## src/rtl/cnt_mod_ud.sv

```systemverilog
// Modulo-MODULO up/down counter with synchronous load, registered Zero flag and a
// combinational terminal count for cascading. Define CNT_MOD_UD_OVF_EN to add sticky Ovf/OvfClr.
module cnt_mod_ud #(
  parameter int BUS_SIZE = 4,
  parameter int MODULO   = 10,
  parameter bit CLK_POL  = 1'b0
) (
  input  logic                Clk,
  input  logic                Rst,
  input  logic                En,
  input  logic                Up,
  input  logic                Load,
  input  logic [BUS_SIZE-1:0] D,
  output logic [BUS_SIZE-1:0] Q,
  output logic                Tc,
`ifdef CNT_MOD_UD_OVF_EN
  input  logic                OvfClr,
  output logic                Ovf,
`endif
  output logic                Zero
);

  localparam logic [BUS_SIZE-1:0] MAX_Q = BUS_SIZE'(MODULO - 1);

  generate
    if (MODULO < 2 || longint'(MODULO) > (longint'(1) << BUS_SIZE)) begin : g_bad_modulo
      $error("cnt_mod_ud: MODULO %0d not in 2..2**%0d", MODULO, BUS_SIZE);
    end
  endgenerate

  logic                at_max;
  logic                at_min;
  logic [BUS_SIZE-1:0] q_nxt;
  logic                zero_nxt;

  assign at_max = (Q == MAX_Q);
  assign at_min = (Q == '0);

  // Tc is the wrap about to happen on the next active edge; it feeds the next stage's En.
  assign Tc = En & ~Load & ~Rst & ((Up & at_max) | (~Up & at_min));

  // Reset is applied in the register blocks; this is the non-reset next count.
  always_comb begin
    q_nxt = Q;
    if (Load) begin
      q_nxt = (D > MAX_Q) ? MAX_Q : D;
    end else if (En) begin
      if (Up) begin
        q_nxt = at_max ? '0 : Q + BUS_SIZE'(1);
      end else begin
        q_nxt = at_min ? MAX_Q : Q - BUS_SIZE'(1);
      end
    end
  end

  assign zero_nxt = (q_nxt == '0);

`ifdef CNT_MOD_UD_OVF_EN
  logic ovf_nxt;

  // A wrap on the same edge as a clear keeps the flag set.
  always_comb begin
    ovf_nxt = Ovf;
    if (Tc) begin
      ovf_nxt = 1'b1;
    end else if (OvfClr) begin
      ovf_nxt = 1'b0;
    end
  end
`endif

  generate
    if (CLK_POL) begin : g_rise
      always_ff @(posedge Clk) begin
        if (Rst) begin
          Q    <= '0;
          Zero <= 1'b1;
`ifdef CNT_MOD_UD_OVF_EN
          Ovf  <= 1'b0;
`endif
        end else begin
          Q    <= q_nxt;
          Zero <= zero_nxt;
`ifdef CNT_MOD_UD_OVF_EN
          Ovf  <= ovf_nxt;
`endif
        end
      end
    end else begin : g_fall
      always_ff @(negedge Clk) begin
        if (Rst) begin
          Q    <= '0;
          Zero <= 1'b1;
`ifdef CNT_MOD_UD_OVF_EN
          Ovf  <= 1'b0;
`endif
        end else begin
          Q    <= q_nxt;
          Zero <= zero_nxt;
`ifdef CNT_MOD_UD_OVF_EN
          Ovf  <= ovf_nxt;
`endif
        end
      end
    end
  endgenerate

endmodule
```

## config.mk

```make
export PLATFORM = sky130hd
export DESIGN_NAME = cnt_mod_ud
export DESIGN_NICKNAME = d
export VERILOG_FILES = /design/src/rtl/cnt_mod_ud.sv
export SDC_FILE = /design/constraint.sdc
export NUM_CORES = 1
export LEC_CHECK = 0
export ABC_AREA = 1
export BUFFER_PORTS_ARGS = -buffer_cell sky130_fd_sc_hd__buf_2
export CAP_MARGIN = 20
export CORE_AREA = 2 2 39 41
export DETAILED_ROUTE_END_ITERATION = 7
export DIE_AREA = 0 0 41 43
export GPL_TIMING_DRIVEN = 0
export PLACE_DENSITY_LB_ADDON = 0.12
export SLEW_MARGIN = 20
export SYNTH_ARGS = -nofsm -noshare
export SYNTH_HDL_FRONTEND = slang
export SYNTH_SLANG_ARGS = --single-unit
```

## constraint.sdc

```tcl
create_clock -name Clk -period 1.31 [get_ports Clk]
set_input_delay 0.131 -clock Clk [delete_from_list [all_inputs] [get_ports Clk]]
set_output_delay 0.131 -clock Clk [all_outputs]
set_load 0.02 [all_outputs]
```

==> results of run 1 <==
[registers in the layout, indices dropped and copies added, names as in the netlist]
| signal | count |
|---|---|
| Q | 4 |
| Zero | 1 |
[how the worst max path moves through the flow]
stage	to	slack (ps)	cells after the start
final	Tc	-710	4
after global routing	Tc	-790	4
after CTS	Tc	-710	4
after detailed placement	Tc	-480	4
after global placement	Tc	-470	4
after floorplan	Tc	-410	3
[repair_timing]
item / in CTS / in global routing
setup buffers: 5 / 1
resized for setup: 19 / 4
pin swaps: 4 / 0
setup endpoints to repair: 7 / 8
[power groups by stage]
stage / clock, W / sequential, W / combinational [W]
global placement: 0.0000283 / 0.000193 / 0.000174
detailed placement: 0.0000283 / 0.000192 / 0.000174
CTS: 0.000240 / 0.000188 / 0.000225
floorplan: 0.0000283 / 0.000207 / 0.000106
finish: 0.000225 / 0.000189 / 0.000231
global route: 0.000261 / 0.000191 / 0.000252
[worst max-delay path: stages, from the launching register on]
cell and delay (ps):
dfxtp_4 350, nor2_4 140, nand3_4 90, a211oi_4 210, buf_6 140
[layout make-up]
cell class,instances,area share (%)
inverters,14,7.34
clock buffers,3,3.15
flip-flops and latches,5,16.3
repair buffers,20,22.6
clock inverters,6,3.15
well taps,16,2.80
multi-input cells,55,44.8
[cell usage in the layout, fill, tap and decap left out]
master,synthesis,final
clkbuf_4,0,4
buf_4,0,6
o21ai_0,2,1
nor2_1,5,3
buf_2,0,6
inv_2,2,3
inv_1,12,16
a211oi_4,0,1
nand2_1,19,19
dfxtp_2,0,1
nand2_2,4,4
nand4_1,1,1
clkinv_1,1,1
buf_6,0,7
nor2_4,0,2
nand3_2,1,1
a21oi_1,5,4
nand3_4,0,1
xor2_1,1,1
dfxtp_4,0,4
nand3_1,13,12
a21oi_4,0,1
a21oi_2,1,1
o21ai_1,0,1
nor2_2,2,2
[stage by stage]
stage,util [%],instances
3_5_place_dp,40.4,105
6_report,51.7,119
2_1_floorplan,-,75
4_1_cts,50.5,118
3_3_place_gp,40.4,105
5_1_grt,51.7,119
[cells by family after synthesis]
logic type / Yosys count / share of synthesized area, %
flip-flops: 5 / 23.5
AND/OR/NAND/NOR: 45 / 49.1
buffers and inverters: 15 / 13.2
AO/OA/AOI/OAI: 9 / 12.1
XOR/XNOR: 1 / 2.06
[metal layers]
layer / wire length, um / vias to the layer above
li1: - / 291
met1: 531 / 246
met2: 547 / 16
met3: 76 / 0
met4: 0 / 0
met5: 0 / -
==> results by group, run 1 <==
Min path
  • Hold path start: Up
  • Hold Path Class: in2out
  • Hold path depth: 3
  • Hold endpoint: Tc

Yosys
  • Post-synthesis sequential area ratio: 23.5%
  • Asr flop ratio synth: 0%
  • Post-synth top cells: nand2_1 (19), nand3_1 (13), inv_1 (12)
  • EDFF count, synth: 0
  • Synth top area share: 23.5%
  • Cells after Synth: 75
  • Synth area leader: dfxtp_1
  • Synth Flop Type: dfxtp_1
  • Post-Synthesis Cell Area: around 430 um^2
  • Largest cells by area after synthesis: dfxtp_1 (24%), nand2_1 (17%), nand3_1 (15%), inv_1 (11%), a21oi_1 (5.9%)
  • Synth cell types: 16
  • Most instantiated library cell after synthesis: nand2_1
  • Yosys reg bits: 5
  • Synth Warn #: 0
  • Post-synthesis average cell area: 5.67 um^2
  • Total nets after synthesis: 84

Detailed routing
  • Antenna Violating Nets Remaining: 0
  • DRT iter0 DRCs: 8
  • Via-to-Cell Ratio: 4.65
  • Final wirelength: 1160 um
  • First-pass detailed-route iteration total: 3
  • # DRC: 0
  • Via count: 553
  • Routed len/inst: ~9.7 um

Floorplan
  • Die Area: 1760 um^2
  • # rows: 14
  • Core footprint: 1380 um^2
  • Die width: 41 um
  • Initial core utilization: 30.7%
  • I/O pins: 15
  • Height of the die: about 43 um

Run
  • Max Cap Viol: 0

Cells and area
  • Layout filler cell count: 151
  • N_diodes: 0
  • Fin nets: roughly 110
  • Synth-to-layout area growth: 68.2%
  • Area of the multi-input gates: 320 um^2
  • Register area: 116 um^2
  • Layout cell share with drive strength beyond 1: between 40% and 50%
  • Final instance area: 716 um^2

Worst setup path
  • Crit path launch: Q[2]
  • CP Max Fanout: 4
  • Reg2reg end: Zero
  • FF-to-FF Start: Q[0]
  • Critical path class: reg2out
  • Critical path required time: between 1000 and 1500 ps
  • Worst r2r path cells: 11
  • Worst path arrival time: 1890 ps
  • Setup crit end kind: output port
  • Crit path launch type: register
  • R2r setup slk: 0 ps

Clock tree
  • Number of buffers created by CTS: 3
  • CTS Root Cell: clkbuf_4
  • Post-CTS Hold Buffers: 0
  • H-tree depth: 1
  • CTS tree: done
  • Clk slew on worst S/H paths: 30 ps
  • Clock latency on the worst-skew pair: ~300 ps
  • Sink Count: 5
  • Clock Path Buffers: 2

Global routing
  • GRT met2 Usage: 25.0%
  • First-pass GRT wire length: 1920 um
  • Initial antenna violation count: 0
  • GRT Util Overall: 15.8%
  • Met3 usage: between 7 and 8%
  • Vias in the first global route: 515
  • Grt met1 use: between 10% and 20%
  • Most heavily used metal layer in global routing: met2
  • Largest net degree at the start of global routing: 8
  • GRT overflow: 0

Timing
  • Relative slew slack: 88.4%
  • Setup WS post-layout: -709 ps
  • RSZ-0062 raised after global routing: true
  • Fin Setup TNS: -2100 ps
  • Final count of hold timing violations: 0
  • Final setup skew: 5.16 ps
  • Max Slew Vio Count: 0
  • Final setup viols: 6
  • Min Hold Slack: 569 ps
  • Worst Tran Pin Value: between 150 and 200 ps

Placed design
  • IO buf count: 14
  • Dpl ws: -484 ps
  • Placed instance area: 559 um^2
  • DP HPWL: approximately 850 um
  • Routability cong.: 0.727

Power and ir drop
  • P_int: 0.000402 W
  • Sequential fraction of design power: 29.3%
  • Leak pwr: 0.389 nW
  • Sw Ratio: 37.8%
  • Pwr dens: 902 nW/um^2
  • PnR Total Power: 0.000645 W
  • Max VDD drop: 0.836 mV
  • Switching Power: approximately 0.00024 W
  • Clk pwr share: 34.8%
  • Combinational share of power: between 30% and 40%

Run status
  • Failing checks: negative setup slack
  • Status: finished with violations
(Power assumes the default switching activity.)
==> inputs of run 2 (changes only) <==
==> constraint.sdc (replaced) <==
create_clock -name Clk -period 2.6 [get_ports Clk]
set_input_delay 0.26 -clock Clk [delete_from_list [all_inputs] [get_ports Clk]]
set_output_delay 0.26 -clock Clk [all_outputs]
set_load 0.02 [all_outputs]
==> run 2 against run 1 <==
  * The run still ends with negative setup slack left
  * Total power shrank 54%
  * Utilization down 7.6 points
  * Routed wire length is 7.0% lower
  * Clock skew down 0.91 ps
  * Via count is 8.1% lower
  * Global-route usage shrank 1.4 points
  * Sequential power shrank 49%
  * Clock power is 50% lower
  * Final area decreased by 15%
  * Non-clock buffer count is 5 lower
  * Sequential share of layout area grew 1.2 points
  * Flip-flop and latch count unchanged
  * Largest cell class unchanged
  * Largest power group is now clock
  * Highest routed layer unchanged
==> results by group, run 2 (synthesis gave the netlist of run 1 again) <==
Run status
  • Status: finished with violations
  • Failing checks: negative setup slack

Floorplan
  • # rows: 14 (unchanged)
  • Core footprint: 1380 um^2 (unchanged)
  • Die Area: 1760 um^2 (unchanged)
  • Height of the die: 43 um (unchanged)
  • I/O pins: 15 (unchanged)
  • Die width: 41 um (unchanged)
  • Initial core utilization: 30.7% (unchanged)

Power and ir drop
  • PnR Total Power: 0.000300 W (-54%)
  • Sequential fraction of design power: 32.2% (+2.9 points)
  • Sw Ratio: 38.3% (+0.53 points)
  • Clk pwr share: 37.7% (+2.9 points)
  • Combinational share of power: 30.1% (-5.8 points)
  • Leak pwr: 0.350 nW (-10%)
  • Max VDD drop: 0.388 mV (-54%)
  • Switching Power: 0.000115 W (-53%)
  • Pwr dens: 491 nW/um^2 (-46%)
  • P_int: 0.000185 W (-54%)

Global routing
  • First-pass GRT wire length: 1750 um (-8.7%)
  • Vias in the first global route: 479 (-7.0%)
  • Largest net degree at the start of global routing: 8 (unchanged)
  • GRT Util Overall: 14.4% (-1.4 points)
  • GRT overflow: 0 (unchanged)
  • Initial antenna violation count: 0 (unchanged)

Clock tree
  • Clk slew on worst S/H paths: 30 ps (about the same)
  • Sink Count: 5 (unchanged)
  • H-tree depth: 1 (unchanged)
  • Clock latency on the worst-skew pair: 300 ps (about the same)
  • Post-CTS Hold Buffers: 0 (unchanged)
  • Number of buffers created by CTS: 3 (unchanged)
  • Clock Path Buffers: 2 (unchanged)
  • CTS tree: done
  • CTS Root Cell: clkbuf_4

Worst setup path
  • Critical path class: reg2out
  • Setup crit end kind: output port
  • Worst path arrival time: 2550 ps (+660 ps)
  • CP Max Fanout: 7 (+3)
  • Worst r2r path cells: 9 (-2)
  • Crit path launch type: register
  • Critical path required time: 2340 ps (+1160 ps)

Cells and area
  • Fin nets: 108 (-4.4%)
  • N_diodes: 0 (unchanged)
  • Register area: 106 um^2 (-8.6%)
  • Final instance area: 611 um^2 (-15%)
  • Most frequent cells in the layout: nand2_1 (19), inv_1 (17), buf_2 (13), nand3_1 (12)
  • Final std cells w/o fill: 114 (-4.2%)
  • Layout cell share with drive strength beyond 1: 35.7% (-7.0 points)
  • Max reg flops: 4 (unchanged)
  • Layout filler cell count: 161 (+6.6%)
  • Biggest regs: Q (4), Zero (1)
  • Biggest register: Q
  • Area of the multi-input gates: 303 um^2 (-5.5%)
  • Synth-to-layout area growth: 43.5%
  • Most common cell after layout, fill and taps aside: nand2_1

Timing
  • Relative slew slack: 82.8% (-5.6 points)
  • Setup WS post-layout: -212 ps (+496 ps)
  • Min Hold Slack: 679 ps (+110 ps)
  • Final setup viols: 1 (-5)
  • Worst Tran Pin Value: 255 ps (+81.7 ps)
  • RSZ-0062 raised after global routing: true
  • Final setup skew: 4.26 ps (-0.907 ps)
  • Final count of hold timing violations: 0 (unchanged)
  • Max Slew Vio Count: 0 (unchanged)

Run
  • Max Cap Viol: 0 (unchanged)

Detailed routing
  • DRT iter0 DRCs: 1 (-7)
  • Max Used Layer: met3
  • Final wirelength: 1070 um (-7.0%)
  • First-pass detailed-route iteration total: 3 (unchanged)
  • DR WL met3: 57 um (-25%)
  • Via-to-Cell Ratio: 4.46 (-4.1%)
  • Antenna Violating Nets Remaining: 0 (unchanged)
  • Wl on met1: 519 um (-2.3%)
  • Met2 wire len: 497 um (-9.1%)
  • Via count: 508 (-8.1%)
  • # DRC: 0 (unchanged)
  • Routed len/inst: 9.42 um (-2.9%)

Min path
  • Hold path depth: 4 (+1)
  • Hold Path Class: reg2reg

Placed design
  • IO buf count: 14 (unchanged)
  • Placed cells: 105 (unchanged)
  • DP HPWL: 817 um (-3.4%)
  • Placed instance area: 529 um^2 (-5.4%)
  • Routability cong.: 0.674 (-7.2%)
  • Dpl ws: -18.0 ps (+466 ps)
-- run 2: path summary, 6_finish.rpt --
check / startpoint / to / slack (ps)
min reg2reg: Q[3] / Q[3] / 680
max: Q[2] / Tc / -210
min: Q[3] / Q[3] / 680
max reg2reg: Q[3] / Zero / 1350
-- run 2: worst max-delay path, cell delays in order (launching register included) --
cell and delay, ps:
dfxtp_2 360, nor2_1 180, a21oi_2 110, a211oi_4 160, buf_6 140
-- run 2: stage by stage --
stage,util (%),TNS (ps)
floorplan,-,0
global placement,38.2,-22.8
detailed placement,38.2,-18.0
CTS,44.1,-210
global route,44.1,-296
finish,44.1,-212
-- run 2: final cells by class --
type | instances | area share [%]
timing repair buffer | 15 | 13.7
clock buffer | 3 | 3.69
inverter | 14 | 8.61
sequential | 5 | 17.4
clock inverter | 6 | 3.69
multi-input combinational | 55 | 49.6
tap | 16 | 3.28
-- run 2: what timing repair did --
item / CTS / global route
gates resized for setup: 10 / 0
pin swaps: 1 / 0
buffers inserted: 1 / 0
setup endpoints to repair: 1 / 1
-- run 2: per-layer routing --
layer,vias up,global-route usage (%)
met5,-,0
met4,0,3.33
met3,0,7.33
met2,13,22.2
met1,212,17.2
li1,283,-
-- run 2: power by group through the flow --
stage	registers [W]	clock network, W	logic [W]
after floorplan	0.000102	0.0000143	0.0000499
after global placement	0.0000955	0.0000143	0.0000846
after detailed placement	0.0000953	0.0000143	0.0000840
after CTS	0.0000967	0.000119	0.0000911
after global routing	0.0000979	0.000127	0.000102
final	0.0000965	0.000113	0.0000904
==> inputs of run 3 (changes only) <==
--- a/config.mk
+++ b/config.mk
@@ -13,6 +13,7 @@
 export DIE_AREA = 0 0 41 43
 export GPL_TIMING_DRIVEN = 0
 export PLACE_DENSITY_LB_ADDON = 0.12
+export RECOVER_POWER = 100
 export SLEW_MARGIN = 20
 export SYNTH_ARGS = -nofsm -noshare
 export SYNTH_HDL_FRONTEND = slang
==> run 3 against run 2 <==
  * Largest power group unchanged
  * Non-clock buffer count did not move
  * Register-to-register slack about the same
  * The flow still finishes with violations (negative setup slack)
  * Flip-flop and latch count unchanged
  * Critical path depth did not move
  * Final area decreased by 0.21%
  * Sequential share of layout area about the same
  * Hold slack is essentially flat
  * Count of clock-buffer cells in the layout is the same
  * Global-route usage stayed put
==> results by group, run 3 (synthesis gave the netlist of run 1 again) <==
Timing
  • Final setup viols: 1 (unchanged)
  • Final setup skew: 4.26 ps (unchanged)
  • Relative slew slack: 82.8% (unchanged)
  • Setup WS post-layout: -212 ps (+0.0430 ps)
  • Max Slew Vio Count: 0 (unchanged)
  • RSZ-0062 raised after global routing: true
  • Min Hold Slack: 679 ps (+0.0390 ps)
  • Worst Tran Pin Value: 255 ps (unchanged)
  • Final count of hold timing violations: 0 (unchanged)

Cells and area
  • Synth-to-layout area growth: 43.2%
  • Biggest regs: Q (4), Zero (1)
  • Register area: 106 um^2 (unchanged)
  • Most common cell after layout, fill and taps aside: nand2_1
  • Layout cell share with drive strength beyond 1: 34.7% (-1.0 points)
  • Most frequent cells in the layout: nand2_1 (19), inv_1 (17), nand3_1 (12), buf_2 (11)
  • Max reg flops: 4 (unchanged)
  • Layout filler cell count: 161 (unchanged)
  • Fin nets: 108 (unchanged)
  • Area of the multi-input gates: 303 um^2 (unchanged)
  • Biggest register: Q
  • N_diodes: 0 (unchanged)
  • Final std cells w/o fill: 114 (unchanged)
  • Final instance area: 609 um^2 (-0.21%)

Detailed routing
  • Antenna Violating Nets Remaining: 0 (unchanged)
  • Via-to-Cell Ratio: 4.46 (unchanged)
  • Routed len/inst: 9.42 um (unchanged)
  • # DRC: 0 (unchanged)
  • First-pass detailed-route iteration total: 3 (unchanged)
  • Final wirelength: 1070 um (unchanged)
  • DRT iter0 DRCs: 1 (unchanged)
  • Via count: 508 (unchanged)

Clock tree
  • Post-CTS Hold Buffers: 0 (unchanged)
  • Clk slew on worst S/H paths: 30 ps (about the same)
  • CTS Root Cell: clkbuf_4
  • Sink Count: 5 (unchanged)
  • Clock Path Buffers: 2 (unchanged)
  • Number of buffers created by CTS: 3 (unchanged)
  • CTS tree: done
  • H-tree depth: 1 (unchanged)
  • Clock latency on the worst-skew pair: 300 ps (about the same)

Global routing
  • Vias in the first global route: 479 (unchanged)
  • GRT Util Overall: 14.4% (unchanged)
  • First-pass GRT wire length: 1750 um (unchanged)
  • Largest net degree at the start of global routing: 8 (unchanged)
  • Initial antenna violation count: 0 (unchanged)
  • GRT overflow: 0 (unchanged)

Placed design
  • Placed instance area: 529 um^2 (unchanged)
  • Routability cong.: 0.674 (unchanged)
  • IO buf count: 14 (unchanged)
  • Placed cells: 105 (unchanged)
  • DP HPWL: 817 um (unchanged)

Run status
  • Status: finished with violations
  • Failing checks: negative setup slack

Worst setup path
  • Crit path launch type: register
  • Critical path class: reg2out
  • Worst r2r path cells: 9 (unchanged)
  • Worst path arrival time: 2550 ps (about the same)
  • Critical path required time: 2340 ps (about the same)
  • CP Max Fanout: 7 (unchanged)
  • Setup crit end kind: output port

Power and ir drop
  • Sw Ratio: 38.4% (+0.11 points)
  • Max VDD drop: 0.388 mV (about the same)
  • Combinational share of power: 30.0% (about the same)
  • Clk pwr share: 37.7% (about the same)
  • Leak pwr: 0.347 nW (-0.93%)
  • Switching Power: 0.000115 W (+0.11%)
  • Sequential fraction of design power: 32.3% (about the same)
  • P_int: 0.000184 W (-0.33%)
  • Pwr dens: 491 nW/um^2 (about the same)

Min path
  • Hold path depth: 4 (unchanged)
  • Hold Path Class: reg2reg

Floorplan
  • Height of the die: 43 um (unchanged)
  • Initial core utilization: 30.7% (unchanged)
  • Die Area: 1760 um^2 (unchanged)
  • Die width: 41 um (unchanged)
  • I/O pins: 15 (unchanged)
  • Core footprint: 1380 um^2 (unchanged)
  • # rows: 14 (unchanged)

Run
  • Max Cap Viol: 0 (unchanged)
[run 3: cell types whose count changed in the layout (fill, tap and decap cells not counted), sizes merged]
| cell | before | now |
|---|---|---|
| buf | 15 | 13 |
| clkbuf | 3 | 5 |
[run 3: path summary, 6_finish.rpt]
path           to  slack [ps]  from
max reg2reg  Zero        1350  Q[3]
max            Tc        -210  Q[2]
min          Q[3]         680  Q[3]
min reg2reg  Q[3]         680  Q[3]
[run 3: timing repair]
action,in CTS,in global routing
setup buffers,1,0
gates cloned,0,0
endpoints found under the setup margin,1,1
gates resized for setup,10,0
pin swaps,1,0
[run 3: metrics by stage]
stage	utilization (%)	TNS (ps)	setup slack [ps]	power (W)
floorplan	-	0	13.9	0.000166
global placement	38.2	-22.8	-22.8	0.000194
finish	44.0	-212	-212	0.000299
CTS	44.1	-210	-210	0.000307
detailed placement	38.2	-18.0	-18.0	0.000194
global route	44.0	-296	-296	0.000326
[run 3: critical path: stages (launching register included)]
cell and delay, ps:
dfxtp_2 360, nor2_1 180, a21oi_2 110, a211oi_4 160
buf_6 140
[run 3: final cells by class]
cell class                 instances  area share, %
clock buffer                       3           3.70
clock inverter                     6           3.70
inverter                          14           8.62
multi-input combinational         55           49.7
sequential                         5           17.5
tap                               16           3.29
timing repair buffer              15           13.6
[run 3: power by group through the flow]
stage          Combinational (W)  Clock (W)  Sequential [W]
2_1_floorplan          0.0000499  0.0000143        0.000102
3_3_place_gp           0.0000846  0.0000143       0.0000955
3_5_place_dp           0.0000840  0.0000143       0.0000953
4_1_cts                0.0000911   0.000119       0.0000967
5_1_grt                 0.000102   0.000127       0.0000980
6_report               0.0000897   0.000113       0.0000967
[run 3: per-layer routing]
layer	global-route usage, %	share of wire [%]
met5	0	0
met4	3.33	0
met3	7.33	5.3
met2	22.2	46
met1	17.2	48
